==> src/rtl/serial_pkg.sv <==
// Shared types and line levels for the serial frame transmitter.
package serial_pkg;
  typedef enum logic [2:0] {IDLE, START, DATA, PARITY, STOP} state_t;

  localparam logic LINE_IDLE   = 1'b1;
  localparam logic START_LEVEL = 1'b0;
  localparam logic STOP_LEVEL  = 1'b1;
endpackage

==> src/rtl/tx_bit_timer.sv <==
// Bit-period timer: bit_tick marks the last cycle of each CLKS_PER_BIT period.
module tx_bit_timer #(
  parameter int CLKS_PER_BIT = 4
) (
  input  logic clk,
  input  logic reset,
  input  logic enable,
  output logic bit_tick
);
  localparam int CW = (CLKS_PER_BIT > 2) ? $clog2(CLKS_PER_BIT) : 1;

  logic [CW-1:0] clk_cnt;

  // Holding the count at zero while disabled restarts the period on enable rise.
  always_ff @(posedge clk) begin
    if (reset || !enable) begin
      clk_cnt <= '0;
    end else if (clk_cnt == CW'(CLKS_PER_BIT - 1)) begin
      clk_cnt <= '0;
    end else begin
      clk_cnt <= clk_cnt + CW'(1);
    end
  end

  assign bit_tick = enable && (clk_cnt == CW'(CLKS_PER_BIT - 1));
endmodule

==> src/rtl/serial_frame_tx.sv <==
// Serialises a parallel byte as start/data/[parity]/stop with valid/ready intake.
// Define SERIAL_FRAME_TX_PARITY_EN to insert an even-parity bit before stop.
module serial_frame_tx
  import serial_pkg::*;
#(
  parameter int WIDTH        = 8,
  parameter int CLKS_PER_BIT = 4
) (
  input  logic             clk,
  input  logic             reset,
  input  logic             in_valid,
  output logic             in_ready,
  input  logic [WIDTH-1:0] in_data,
  input  logic             msb_first,
  output logic             tx,
  output logic             busy,
  output logic             done
);
  localparam int BW = (WIDTH > 2) ? $clog2(WIDTH) : 1;

  state_t           state;
  logic [BW-1:0]    bit_cnt;
  logic [WIDTH-1:0] shadow;
  logic             msb_r;
  logic             bit_tick;
  logic             accept;
  logic             last_bit;
  logic             shift_en;
  logic             exit_bit;
`ifdef SERIAL_FRAME_TX_PARITY_EN
  logic             par_r;
`endif

  assign in_ready = (state == IDLE) && !reset;
  assign accept   = in_valid && in_ready;
  assign last_bit = (bit_cnt == BW'(WIDTH - 1));
  assign exit_bit = msb_r ? shadow[WIDTH-1] : shadow[0];
  assign shift_en = bit_tick && ((state == START) || ((state == DATA) && !last_bit));

  tx_bit_timer #(.CLKS_PER_BIT(CLKS_PER_BIT)) u_timer (
    .clk      (clk),
    .reset    (reset),
    .enable   (state != IDLE),
    .bit_tick (bit_tick)
  );

  // Shadow holds the frame's data; the bit leaving it is the next line bit.
  always_ff @(posedge clk) begin
    if (accept) begin
      shadow <= in_data;
      msb_r  <= msb_first;
`ifdef SERIAL_FRAME_TX_PARITY_EN
      par_r  <= ^in_data;
`endif
    end else if (shift_en) begin
      shadow <= msb_r ? (shadow << 1) : (shadow >> 1);
    end
  end

  always_ff @(posedge clk) begin
    if (reset) begin
      state   <= IDLE;
      tx      <= LINE_IDLE;
      busy    <= 1'b0;
      done    <= 1'b0;
      bit_cnt <= '0;
    end else begin
      done <= 1'b0;
      case (state)
        IDLE: begin
          if (accept) begin
            state   <= START;
            tx      <= START_LEVEL;
            busy    <= 1'b1;
            bit_cnt <= '0;
          end
        end
        START: begin
          if (bit_tick) begin
            state <= DATA;
            tx    <= exit_bit;
          end
        end
        DATA: begin
          if (bit_tick) begin
            if (last_bit) begin
              bit_cnt <= '0;
`ifdef SERIAL_FRAME_TX_PARITY_EN
              state   <= PARITY;
              tx      <= par_r;
`else
              state   <= STOP;
              tx      <= STOP_LEVEL;
`endif
            end else begin
              bit_cnt <= bit_cnt + BW'(1);
              tx      <= exit_bit;
            end
          end
        end
`ifdef SERIAL_FRAME_TX_PARITY_EN
        PARITY: begin
          if (bit_tick) begin
            state <= STOP;
            tx    <= STOP_LEVEL;
          end
        end
`endif
        STOP: begin
          if (bit_tick) begin
            state <= IDLE;
            tx    <= LINE_IDLE;
            busy  <= 1'b0;
            done  <= 1'b1;
          end
        end
        default: begin
          state <= IDLE;
          tx    <= LINE_IDLE;
          busy  <= 1'b0;
        end
      endcase
    end
  end
endmodule
==> config.mk <==
export PLATFORM = sky130hd
export DESIGN_NAME = serial_frame_tx
export DESIGN_NICKNAME = d
export VERILOG_FILES = /design/src/rtl/serial_pkg.sv /design/src/rtl/tx_bit_timer.sv /design/src/rtl/serial_frame_tx.sv
export SDC_FILE = /design/constraint.sdc
export NUM_CORES = 1
export LEC_CHECK = 0
export ABC_AREA = 1
export ABC_CLOCK_PERIOD_IN_PS = 1350
export CAP_MARGIN = 20
export CORE_MARGIN = 1
export CORE_UTILIZATION = 54
export CTS_CLUSTER_SIZE = 24
export DETAILED_ROUTE_END_ITERATION = 10
export DONT_BUFFER_PORTS = 1
export PLACE_DENSITY = 0.72
export SETUP_SLACK_MARGIN = 0.4
export SYNTH_ARGS = -nofsm -noshare
export SYNTH_HDL_FRONTEND = slang
export SYNTH_SLANG_ARGS = --single-unit
==> constraint.sdc <==
create_clock -name clk -period 1.35 [get_ports clk]
set_input_delay 0.135 -clock clk [delete_from_list [all_inputs] [get_ports clk]]
set_output_delay 0.135 -clock clk [all_outputs]
set_load 0.05 [all_outputs]
==> metrics.txt <==
wire per inst 18.4 um; Max stage delay on crit path 0.37 ns; Die X 45.4 um; num ports 16; Worst EP required 1.42 ns; placed cell count 158; CTS max path bufs 2; Hold WS -0.132 ns; nets 168; Final WS setup -0.0369 ns; DRT Pass-1 Iters 4; Hold Crit Class input port to flip-flop; number of synthesized flops with an enable pin 9; unrepaired setup endpoints after global routing yes; register bit total from synthesis 20; Die Footprint 2060 sq um; Syn Area/Cell 8.13 sq um; synth top area cells edfxtp_1 27%, dfxtp_1 22%, nand2_1 12%; CTS H-Tree Depth 1; count leader, synth nand2_1; Pins Over Slew Limit 0; crit-path leading delay family simple AND/OR/NAND/NOR gates; power density over the cells 1680 nW/um^2; share of cells above drive strength 1 0.461; Clk pin slew, worst setup/hold paths 0.12 ns; peak supply drop 1.40 mV; Vias 1040; Diodes inserted 0; Worst-Margin Slew 0.261 ns; final setup vio count 14; CP endpoint kind flip-flop; Iter 0 DRT Violations 56; first-pass GRT wire length 3880 um; Buf/Inv on CP 1; Hold Path Stages 1; gpl congestion 0.791; Starting Density 0.582; HPWL after DPL 1490 um; ys flop type dfxtp_1; highest clock rate 0.721 GHz; vias per cell 5.88; Die Ht 45.4 um; root buf cell clkbuf_4; final worst clock skew 0.00668 ns; Yosys top cell by area edfxtp_1; relative slew slack 0.826; sequential area share after synthesis 0.483; CP max-delay cell dfxtp_4; clock sinks 20; Final Hold Viols 4; failing checks hold timing, setup timing; initial antenna violation count 0; most frequent cells after synthesis 33 x nand2_1, 17 x nor2_1, 12 x inv_1, 11 x dfxtp_1, 10 x nand3_1; Yosys top cell area share 0.266; worst path cell trace nor2_4 > nand2_4 > nor2_4 > buf_4 > nand2_4 > nor2_1 > a31oi_1; status finished with violations; CP Class flip-flop to flip-flop; CTS tree built; RR Startpoint state[0]; final instance area 1520 sq um; crit path DAT 1.46 ns; Tmin final 1.39 ns; Area Growth Syn to Fin 49.8%; WP depth 7; max-cap violations 0; crit path from state[0]; FP Rows 15; synthesized net count 140; Antenna Nets Post-Route 0; gr usage total 0.279; vias in the first global route 866; Max FO, Critical Path 5; largest net degree at the start of global routing 20; total wire length 3260 um; fraction of registers with async set/reset 0; Clock Latency Late Sink 0.32 ns; Final Util 0.872; crit start category flip-flop; # fillers 83; YS warnings 0; Synth Instances 125; Netlist cell types 22; hold_sp reset; Final period util 1.03; area of the mapped netlist 1020 sq um; DRC 0; GRT overflow 0; CTS Buf Count 3; placement-stage cell area 1130 sq um; P_leak 0.622 nW; I/O Buffers 0; Core Area 1750 sq um; final std cells w/o fill 177; worst-case reg-to-reg path depth 7
-- report_power, final --
group,internal [W],leakage (nW),switching (W),total [W]
combinational,0.000535,0.423,0.000798,0.00133
sequential,0.000772,0.178,0.0000820,0.000854
clock,0.000165,0.0210,0.000197,0.000362
-- layout make-up --
type	count	area, sq um	area share
multi-input combinational	92	671	0.441
clock buffer	4	36.3	0.0238
inverter	13	56.3	0.0370
tap	25	31.3	0.0206
timing repair buffer	23	218	0.143
sequential	20	509	0.335
-- per-layer routing --
layer  track usage  wire [um]  up-vias
met2         0.461       1610       69
met5             0          0        -
met1         0.347       1210      473
met3        0.0675        246       24
li1              -          -      474
met4         0.121        191        0
-- final timing paths --
check               endpoint  slack [ns]
hold reg to reg           tx        0.50
setup / recovery   shadow[1]       -0.04
hold / removal    bit_cnt[2]       -0.13
setup reg to reg   shadow[1]       -0.04
-- worst register-to-register path, cell delays in order, from the launching register on --
cell	delay (ns)
dfxtp_4	0.37
nor2_4	0.13
nand2_4	0.08
nor2_4	0.15
buf_4	0.15
nand2_4	0.08
nor2_1	0.11
a31oi_1	0.06
-- flip-flops by register name, summed over array words and instances, names as in the netlist --
register	cells
state	3
busy	1
msb_r	1
shadow	8
tx	1
u_timer.clk_cnt	2
done	1
bit_cnt	3
-- cells by family (layout without fill, tap and decap cells) --
logic type	count (synthesis)	count (layout)	synth area share
adders and majority gates	3	3	0.0369
buffers and inverters	15	40	0.0640
DFF	20	20	0.483
and+or+nand+nor	71	73	0.325
AOI/OAI and AO/OA	16	16	0.0911
-- metrics by stage --
step / worst slack (ns) / hold slack [ns] / total power [W] / setup TNS (ns)
floorplan: -0.174 / 0.197 / 0.00146 / -1.92
global placement: -0.0600 / 0.202 / 0.00164 / -0.479
detailed placement: -0.0926 / 0.205 / 0.00166 / -0.740
CTS: 0.0301 / -0.133 / 0.00225 / 0
global route: -0.0921 / -0.149 / 0.00265 / -0.967
finish: -0.0369 / -0.132 / 0.00255 / -0.170
-- timing repair --
| action | 4_1_cts | 5_1_grt |
|---|---|---|
| endpoints found under the setup margin | 32 | 31 |
| hold buffers | 2 | 1 |
| pin swaps | 11 | 5 |
| gates resized for setup | 34 | 28 |
| cloned | 0 | 2 |
| buffers inserted | 5 | 5 |
| endpoints found under the hold margin | 6 | 5 |
-- cell usage in the layout, fill, tap and decap left out --
| cell type | instances |
|---|---|
| nand3_4 | 1 |
| nand2_8 | 2 |
| a21oi_4 | 1 |
| nor2_4 | 8 |
| dfxtp_4 | 3 |
| o21ai_2 | 1 |
| nand2_4 | 6 |
| inv_1 | 6 |
| inv_2 | 4 |
| dfxtp_2 | 6 |
| nand2_1 | 28 |
| nand2_2 | 2 |
| buf_6 | 6 |
| ha_4 | 3 |
| clkbuf_8 | 1 |
| o21ai_0 | 2 |
| clkbuf_4 | 3 |
| a21oi_2 | 1 |
| buf_8 | 2 |
| nand3_1 | 9 |
| dfxtp_1 | 2 |
| o21bai_4 | 1 |
| nand3b_1 | 2 |
| nand4_1 | 1 |
| o211ai_1 | 1 |
| a21oi_1 | 3 |
| edfxtp_1 | 9 |
| inv_4 | 3 |
| nand3_2 | 1 |
| nor2_1 | 10 |
| dlygate4sd3_1 | 3 |
| a31oi_1 | 6 |
| nor3_2 | 2 |
| buf_4 | 12 |
| nor2_2 | 1 |
Note: power is estimated with default switching activity, not from simulation.
